`config.mk`:
```
export PLATFORM = sky130hd
export DESIGN_NAME = l0_buffer
export DESIGN_NICKNAME = d
export VERILOG_FILES = /design/src/rtl/l0_pkg.sv /design/src/rtl/l0_lane_fifo.sv /design/src/rtl/l0_buffer.sv
export SDC_FILE = /design/constraint.sdc
export NUM_CORES = 2
export LEC_CHECK = 0
export ABC_AREA = 0
export BUFFER_PORTS_ARGS = -buffer_cell sky130_fd_sc_hd__buf_2
export CAP_MARGIN = 20
export CORE_ASPECT_RATIO = 1.75
export CORE_MARGIN = 4
export CORE_UTILIZATION = 45
export CTS_BUF_LIST = sky130_fd_sc_hd__clkbuf_16
export DETAILED_ROUTE_END_ITERATION = 16
export RECOVER_POWER = 25
export SKIP_CTS_REPAIR_TIMING = 1
export SYNTH_ARGS = -nofsm -noshare
export SYNTH_HDL_FRONTEND = slang
export SYNTH_SLANG_ARGS = --single-unit
```
`constraint.sdc`:
```
create_clock -name clk -period 2.5 [get_ports clk]
set_input_delay 0 -clock clk [delete_from_list [all_inputs] [get_ports clk]]
set_output_delay 0 -clock clk [all_outputs]
set_load 0.02 [all_outputs]
```
`src/rtl/l0_pkg.sv`:
```
// l0_pkg: shared constants, types and helpers for the L0 activation buffer.
//   L0_DEPTH_DEF  default entries per lane FIFO
//   L0_BW_DEF     default activation width per lane
//   l0_word_t     one lane word at the default width
//   l0_ptr_width  pointer width for a given depth (address bits plus one wrap bit)
package l0_pkg;

   localparam int unsigned L0_DEPTH_DEF = 64;
   localparam int unsigned L0_BW_DEF    = 4;

   typedef logic [L0_BW_DEF-1:0] l0_word_t;

   function automatic int unsigned l0_ptr_width(input int unsigned depth);
      return $clog2(depth) + 1;
   endfunction

endpackage

```
`src/rtl/l0_lane_fifo.sv`:
```
// l0_lane_fifo: one lane of the L0 buffer, a circular FIFO with registered read data.
// Ports:
//   clk        clock, rising edge
//   reset      synchronous active-low reset (clears pointers and outputs, not memory)
//   i_wr_en    push i_wr_data; the caller guarantees the lane is not full
//   i_wr_data  lane word to push
//   i_rd_en    pop request; ignored while the lane is empty
//   o_data     last popped word, held between pops
//   o_valid    o_data was updated by a pop on the previous cycle
//   o_full     lane holds depth entries
module l0_lane_fifo
   import l0_pkg::*;
#(
   parameter int unsigned bw    = L0_BW_DEF,
   parameter int unsigned depth = L0_DEPTH_DEF
) (
   input  logic          clk,
   input  logic          reset,
   input  logic          i_wr_en,
   input  logic [bw-1:0] i_wr_data,
   input  logic          i_rd_en,
   output logic [bw-1:0] o_data,
   output logic          o_valid,
   output logic          o_full
);

   localparam int unsigned PW = l0_ptr_width(depth);
   localparam int unsigned AW = PW - 1;

   logic [bw-1:0] r_mem [depth];
   logic [PW-1:0] r_wr_ptr;
   logic [PW-1:0] r_rd_ptr;
   logic [bw-1:0] r_data;
   logic          r_valid;
   logic          w_empty;
   logic          w_pop;

   assign w_empty = (r_wr_ptr == r_rd_ptr);
   // Same address with opposite wrap bits means the writer is a full lap ahead.
   assign o_full  = (r_wr_ptr[AW-1:0] == r_rd_ptr[AW-1:0]) && (r_wr_ptr[AW] != r_rd_ptr[AW]);
   assign w_pop   = i_rd_en && !w_empty;
   assign o_data  = r_data;
   assign o_valid = r_valid;

   // Storage is deliberately left out of reset.
   always_ff @(posedge clk) begin
      if (reset && i_wr_en) begin
         r_mem[r_wr_ptr[AW-1:0]] <= i_wr_data;
      end
   end

   always_ff @(posedge clk) begin
      if (!reset) begin
         r_wr_ptr <= '0;
         r_rd_ptr <= '0;
         r_data   <= '0;
         r_valid  <= 1'b0;
      end else begin
         if (i_wr_en) begin
            r_wr_ptr <= r_wr_ptr + PW'(1);
         end
         r_valid <= w_pop;
         if (w_pop) begin
            r_data   <= r_mem[r_rd_ptr[AW-1:0]];
            r_rd_ptr <= r_rd_ptr + PW'(1);
         end
      end
   end

endmodule

```
`src/rtl/l0_buffer.sv`:
```
// l0_buffer: staging buffer between the activation SRAM and the west edge of the MAC array.
// One FIFO per array row; a full SRAM word is pushed to every lane at once and each lane
// pops its own bw-bit stream.
// Build option: define L0_SKEW_EN to delay lane i's pop by i cycles (diagonal wavefront);
// otherwise all lanes pop together.
// Ports:
//   clk      clock, rising edge
//   reset    synchronous active-low reset
//   wr       push request for the word on in (dropped while o_ready is low)
//   in       SRAM word, lane i = in[bw*(i+1)-1 : bw*i]
//   rd       pop request with lane-0 timing
//   out      registered popped data, same lane packing as in
//   o_valid  per lane: out lane updated by a pop on the previous cycle
//   o_full   any lane full
//   o_ready  no lane full
module l0_buffer
   import l0_pkg::*;
#(
   parameter int unsigned row   = 8,
   parameter int unsigned bw    = L0_BW_DEF,
   parameter int unsigned depth = L0_DEPTH_DEF
) (
   input  logic              clk,
   input  logic              reset,
   input  logic              wr,
   input  logic [row*bw-1:0] in,
   input  logic              rd,
   output logic [row*bw-1:0] out,
   output logic [row-1:0]    o_valid,
   output logic              o_full,
   output logic              o_ready
);

   logic [row-1:0] w_lane_full;
   logic [row-1:0] w_rd_en;
   logic           w_wr_fire;

   // Lanes differ in occupancy only while skewed pops drain, so the fullest lane gates writes.
   assign o_full    = |w_lane_full;
   assign o_ready   = ~o_full;
   assign w_wr_fire = wr && o_ready;

`ifdef L0_SKEW_EN
   // r_skew[i] is rd delayed by i cycles.
   logic [row-1:1] r_skew;

   always_ff @(posedge clk) begin
      if (!reset) begin
         r_skew <= '0;
      end else begin
         r_skew[1] <= rd;
         for (int i = 2; i < row; i++) begin
            r_skew[i] <= r_skew[i-1];
         end
      end
   end

   assign w_rd_en = {r_skew, rd};
`else
   assign w_rd_en = {row{rd}};
`endif

   for (genvar g = 0; g < row; g++) begin : g_lane
      l0_lane_fifo #(
         .bw   (bw),
         .depth(depth)
      ) u_lane (
         .clk      (clk),
         .reset    (reset),
         .i_wr_en  (w_wr_fire),
         .i_wr_data(in[g*bw +: bw]),
         .i_rd_en  (w_rd_en[g]),
         .o_data   (out[g*bw +: bw]),
         .o_valid  (o_valid[g]),
         .o_full   (w_lane_full[g])
      );
   end

endmodule

```
# Yosys cells after proc, flatten, opt, wreduce, memory -nomap -nowiden
# Memories as Yosys holds them, arrays and structs flattened. A register that Yosys moved wholly into a read port is not among the register bits.
# Cells that the tools add are included.
dict set report word_totals {
  ff_bits 120
  ramBits 2048
  inputBits 36
  out_inout_bits 42
  word_cells 110
  memories 8
}
dict set report op_classes {
  addsub 16
  n_eq_ne 24
  muxes 2
  n_bitwise 1
  reduce_logical 35
}
# memory depth width read_ports rd_ports_with_merged_regs wr line_no
set memory_table {}
lappend memory_table {{g_lane[0].u_lane.r_mem} 64 4 1 1 1 l0_lane_fifo.sv:30} ;# logic [bw-1:0] r_mem [depth];
lappend memory_table {{g_lane[1].u_lane.r_mem} 64 4 1 1 1 l0_lane_fifo.sv:30}
lappend memory_table {{g_lane[2].u_lane.r_mem} 64 4 1 1 1 l0_lane_fifo.sv:30}
lappend memory_table {{g_lane[3].u_lane.r_mem} 64 4 1 1 1 l0_lane_fifo.sv:30}
lappend memory_table {{g_lane[4].u_lane.r_mem} 64 4 1 1 1 l0_lane_fifo.sv:30}
lappend memory_table {{g_lane[5].u_lane.r_mem} 64 4 1 1 1 l0_lane_fifo.sv:30}
lappend memory_table {{2 more memories} -- -- -- -- -- --}
# cell count
set ops {}
lappend ops {{7-bit by 1-bit adder with 7-bit output (second input constant)} 16}
lappend ops {{7-bit == test} 8}
lappend ops {{6-bit == test} 8}
lappend ops {{1-bit logical AND} 18}
lappend ops {{1-bit logical NOT} 16}
lappend ops {{1-bit != test} 8}
lappend ops {{8-bit OR reduction} 1}
lappend ops {{1-bit 2-to-1 mux} 2}
lappend ops {{1-bit inverter} 1}

# Logic depth before layout (Yosys ltp)
dict set report logic_depth {
  depth_word 8
  ltp_mapped 12
  mapped_depth_nobuf 8
}

# Hierarchy
# From an unflattened synthesis, not the netlist that was laid out.
dict set report hier_totals {
  hier_cells 5150
  area_unflattened_um2 89707.3
}
# module n_inst cells_each area_per_inst_um2 seq_area_each_um2
set by_module_without_submodules {}
lappend by_module_without_submodules {l0_lane_fifo 8 643 11208.2 8067.7}
lappend by_module_without_submodules {l0_buffer 1 6 41.3 0.0}

# Least setup slack after synthesis
# OpenSTA, ideal clock, no wires.
dict set report synth_path {
  path_type {register to register}
  from {reg g_lane[1].u_lane.r_rd_ptr[0]}
  to {mem g_lane[0].u_lane.r_mem[55][0] in the netlist's numbering (enable)}
  setup_ns 0.377
  arrival_ns 2.230
  t_required_ns 2.123
  slack_ns -0.106
  path_stages_with_launch 12
  path_buffers 5
  period_less_slack_ns 2.606
  path_cell_list {dfxtp_1 > buf_2 > xor2_1 > nor2_1 > nand3_1 > and4_1 > nand3_2 > buf_6 > buf_6 > buf_8 > buf_4 > nor4_1}
}
dict set report synth_via {
  elab_chain_cells 8
}
# item line_no
set synth_rtl {}
lappend synth_rtl {{from (decl)} l0_lane_fifo.sv:32} ;# logic [PW-1:0] r_rd_ptr;
lappend synth_rtl {{from (signal assigned)} l0_lane_fifo.sv:65} ;# r_rd_ptr <= r_rd_ptr + PW'(1);
lappend synth_rtl {{6-bit == test} l0_lane_fifo.sv:40} ;# assign o_full = (r_wr_ptr[AW-1:0] == r_rd_ptr[AW-1:0]) && (r_wr_ptr[AW] != r_rd_ptr[AW]);
lappend synth_rtl {{1-bit logical AND} l0_lane_fifo.sv:40}
lappend synth_rtl {{8-bit OR reduction} l0_buffer.sv:39} ;# assign o_full = |w_lane_full;
lappend synth_rtl {{1-bit inverter} l0_buffer.sv:40} ;# assign o_ready = ~o_full;
lappend synth_rtl {{1-bit logical AND} l0_buffer.sv:41} ;# assign w_wr_fire = wr && o_ready;
lappend synth_rtl {{1-bit logical AND} l0_lane_fifo.sv:47} ;# if (reset && i_wr_en) begin
lappend synth_rtl {{1-bit 2-to-1 mux} l0_lane_fifo.sv:47}
lappend synth_rtl {{1-bit 2-to-1 mux (not written as such)} l0_lane_fifo.sv:48} ;# r_mem[r_wr_ptr[AW-1:0]] <= i_wr_data;
lappend synth_rtl {{to (decl)} l0_lane_fifo.sv:30}
# Every way passes these cells.

# Worst setup path after layout
dict set report layout_path {
  from {reg g_lane[0].u_lane.r_wr_ptr[5]}
  to {mem g_lane[2].u_lane.r_mem[39][2] in the netlist's numbering (enable)}
}
dict set report layout_via {
  elab_chain_cells 8
}
# item line_no
set layout_rtl {}
lappend layout_rtl {{from (decl)} l0_lane_fifo.sv:31} ;# logic [PW-1:0] r_wr_ptr;
lappend layout_rtl {{from (signal assigned)} l0_lane_fifo.sv:60} ;# r_wr_ptr <= r_wr_ptr + PW'(1);
lappend layout_rtl {{6-bit == test} l0_lane_fifo.sv:40}
lappend layout_rtl {{1-bit logical AND} l0_lane_fifo.sv:40}
lappend layout_rtl {{8-bit OR reduction} l0_buffer.sv:39}
lappend layout_rtl {{1-bit inverter} l0_buffer.sv:40}
lappend layout_rtl {{1-bit logical AND} l0_buffer.sv:41}
lappend layout_rtl {{1-bit logical AND} l0_lane_fifo.sv:47}
lappend layout_rtl {{1-bit 2-to-1 mux} l0_lane_fifo.sv:47}
lappend layout_rtl {{1-bit 2-to-1 mux (not written as such)} l0_lane_fifo.sv:48}
lappend layout_rtl {{to (decl)} l0_lane_fifo.sv:30}
# Every way passes these cells.

==> results_dict.tcl <==
set metrics [dict create \
    status "finished, violations left" \
    violations "capacitance limit, slew limit, setup timing" \
    core_um2 196000 \
    slew_violations 144 \
    crit_fanout 10 \
    synthDominantCellAreaShare 0.691 \
    worst-endpoint-required_ns 3.00 \
    num_rows 215 \
    rsz0062_at_grt "yes" \
    finalWeightedCongestion 0.835 \
    ys_seq_area_frac 0.725 \
    startpoint_type "flip-flop" \
    cts_buffers 199 \
    clockBufferDepth 4 \
    chipHeight_um 597 \
    path_class "flip-flop to flip-flop" \
    clk_latency_ns 0.84 \
    synth_edf_count 2048 \
    antenna_found_initial 10 \
    tightest_slew_ns 1.83 \
    vias_per_cell 5.60 \
    fin_crit_sh 1.11 \
    slowest_delay_ns 0.38 \
    finalWirelength_mm 216 \
    synth.ff_latch_count 2200 \
    cts_root_buf "clkbuf_16" \
    vias 48407 \
    crit_chain "xor2_2, nor2_2, nand4_1, buf_4, buf_4, o2111ai_4, nor3_4, buf_6, buf_12, buf_12, nand4_2, buf_12, buf_4, nor2_4" \
    crit_slowest_cell "dfxtp_1" \
    synthCells 5238 \
    initial_utilization 0.454 \
    num_io_pins 78 \
    max_freq_mhz 361 \
    numClockSinks 2200 \
    layout-drive-gt1-share 0.317 \
    hold_class "input pin to flip-flop" \
    p_leak_nw 33.7 \
    antenna_left 0 \
    dieWidth_um 344 \
    dr.pass1.iters 6 \
    setup_ws_ns -0.269 \
    grtUsageTotal 0.208 \
    numPortBuffers 77 \
    drt_iter0_markers 3409 \
    tritoncts "built" \
    netlist_area_um2 89100 \
    synth_top_area_cell "edfxtp_1" \
    grt_max_degree 65 \
    finalSetupTns_ns -198.71 \
    cap_violations 4 \
    relSlewSlack -0.220 \
    ir_worst_vdd_mv 0.967 \
    nNetsFinal 5938 \
    synthFlopType "edfxtp_1" \
    synth_warnings 0 \
    drc_errors 0 \
    yosysUniqueCellTypes 68 \
    routedWlPerCell_um 25.0 \
    grt_pass1_vias 51119 \
    postSynthAreaPerCell_um2 17.0 \
    area_delta_synth_final_pct 20.5 \
    ys_async_sr_fraction 0 \
    dp_hpwl_mm 143 \
    grt_pass1_wl_mm 320 \
    worstPathArrival_ns 3.27 \
    final.min_clock_period_ns 2.77 \
    clk_pin_slew_ns 0.07 \
    htree_levels 4 \
    synthTopCellsByArea "edfxtp_1 69%, mux4_2 8.9%, mux2i_1 3.5%" \
    place_ws_ns -0.647 \
    final-hold-violation-count 0 \
    finalSetupViolCount 1615 \
    dieArea_um2 205000 \
    grt-ovfl-total 0 \
    powerDensity_nw_per_um2 741 \
    finClkSkew_ns 0.0440 \
    endpoint_kind "flip-flop" \
    synth_nets 5290 \
]
routing by layer:
layer,vias up,share of wire,global-route usage
met5,-,0.00020,0
met4,8,0.039,0.0796
met3,425,0.039,0.0264
met2,1159,0.58,0.405
met1,24860,0.35,0.225
li1,21955,-,-
area by class of cell:
| type | instances | area [um^2] |
|---|---|---|
| fillers | 15412 | 89000 |
| repair buffers | 804 | 7200 |
| well taps | 2604 | 3260 |
| multi-input cells | 2669 | 25900 |
| inverters | 12 | 45.0 |
| clock inverters | 156 | 1330 |
| diodes | 2 | 5.00 |
| clock buffers | 200 | 5000 |
| flip-flops and latches | 2200 | 64600 |
metrics by stage:
| step | std cells | utilization | hold slack, ns | total power [mW] | cell area (um^2) |
|---|---|---|---|---|---|
| CTS | 8554 | 0.523 | -0.547 | 79.8 | 103000 |
| floorplan | 5238 | - | 0.0989 | 47.0 | 89100 |
| detailed placement | 8198 | 0.491 | 0.351 | 49.9 | 96400 |
| finish | 8647 | 0.547 | 0.136 | 79.5 | 107000 |
| global route | 8646 | 0.547 | 0.138 | 82.4 | 107000 |
| global placement | 8198 | 0.491 | 0.345 | 49.9 | 96400 |
report_power, final:
part,switching (mW),internal (mW)
sequential,0.201,40.5
clock,13.2,16.7
combinational,4.86,4.01
total,18.3,61.2
state kept, by name, summed over array words and instances, names as in the netlist:
signal                  flops
g_lane.u_lane.o_data       32
g_lane.u_lane.o_valid       8
g_lane.u_lane.r_mem      2048
g_lane.u_lane.r_rd_ptr     56
g_lane.u_lane.r_wr_ptr     56
critical path: cells and delay by family, from the launching register on:
| family | cells | cell delay, ns |
|---|---|---|
| AOI/OAI and AO/OA | 1 | 0.18 |
| xor gates and xnor gates | 1 | 0.18 |
| buffers and inverters | 7 | 1.06 |
| DFF | 1 | 0.38 |
| and+or+nand+nor | 5 | 0.59 |
final timing paths:
| check | startpoint | to | slack [ns] | cells after the start |
|---|---|---|---|---|
| max | g_lane[0].u_lane.r_wr_ptr[5]$_SDFFE_PN0P_ | g_lane[2].u_lane.r_mem[39][2]$_DFFE_PP_ | -0.27 | 14 |
| min | reset | g_lane[6].u_lane.r_wr_ptr[4]$_SDFFE_PN0P_ | 0.14 | 3 |
| max reg2reg | g_lane[0].u_lane.r_wr_ptr[5]$_SDFFE_PN0P_ | g_lane[2].u_lane.r_mem[39][2]$_DFFE_PP_ | -0.27 | 14 |
| min reg2reg | g_lane[6].u_lane.o_data[2]$_SDFFE_PN0P_ | g_lane[6].u_lane.o_data[2]$_SDFFE_PN0P_ | 0.55 | 2 |
cells in the final DEF (no fill, tap or decap), types with 19 or more instances in the layout:
cell and count:
edfxtp_1 2048, o21ai_0 104, nand2_1 125, nor2_1 239
a211oi_1 52, mux2_2 60, dlygate4sd3_1 35, nand3b_1 25
o211ai_1 19, a21oi_1 167, nand4_1 34, nor3_1 35
nand2b_1 26, buf_2 60, dfxtp_1 128, clkbuf_16 205
a31oi_1 19, mux2i_1 309, inv_1 43, xnor2_1 54
nand3_1 79, xor2_1 59, buf_12 66, nor2_2 20
clkinv_2 32, mux4_2 351, and2_1 74, bufinv_16 21
buf_6 76, nor2_4 331, buf_4 522, clkbuf_1 23
clkinv_1 44, a22oi_1 54, o221ai_1 63, nor2b_1 80
o22ai_1 48
synth_stat cells (6+ instances only):
| cell type | count |
|---|---|
| nor3_1 | 36 |
| and3_1 | 8 |
| o211ai_1 | 19 |
| inv_1 | 10 |
| o221ai_1 | 64 |
| buf_1 | 31 |
| nor3b_1 | 12 |
| nand2_1 | 125 |
| a21boi_1 | 6 |
| a211oi_1 | 54 |
| mux2i_1 | 309 |
| o21ai_0 | 106 |
| dfxtp_1 | 152 |
| a22oi_1 | 55 |
| xor2_1 | 64 |
| nand4b_2 | 16 |
| o311ai_0 | 8 |
| xnor2_1 | 54 |
| or3_1 | 16 |
| a31oi_1 | 20 |
| a221oi_1 | 16 |
| nor2_1 | 590 |
| mux2_2 | 60 |
| o31ai_1 | 15 |
| mux4_2 | 351 |
| edfxtp_1 | 2048 |
| nand3_1 | 91 |
| o22ai_1 | 48 |
| or4_1 | 6 |
| nor4_1 | 20 |
| nand2b_1 | 26 |
| or2_2 | 9 |
| buf_4 | 32 |
| nand3b_1 | 25 |
| a311oi_1 | 11 |
| clkbuf_1 | 139 |
| and2_1 | 74 |
| ha_1 | 16 |
| or4b_1 | 12 |
| a21oi_1 | 170 |
| nand4_1 | 34 |
| nor2b_1 | 80 |
| buf_2 | 150 |
logic make-up (layout without fill, tap and decap cells):
logic type               count (synthesis)  after routing  share of synthesized area
XOR/XNOR                               118            118                     0.0116
buffers and inverters                  369           1172                     0.0196
flip-flops                            2200           2200                      0.725
adder cells (fa/ha/maj)                 16             16                    0.00225
multiplexers                           720            720                      0.131
AO/OA/AOI/OAI                          615            615                     0.0449
other                                    0              2                          0
AND/OR/NAND/NOR                       1200           1200                     0.0659
Power figures use the tool's default switching activity.
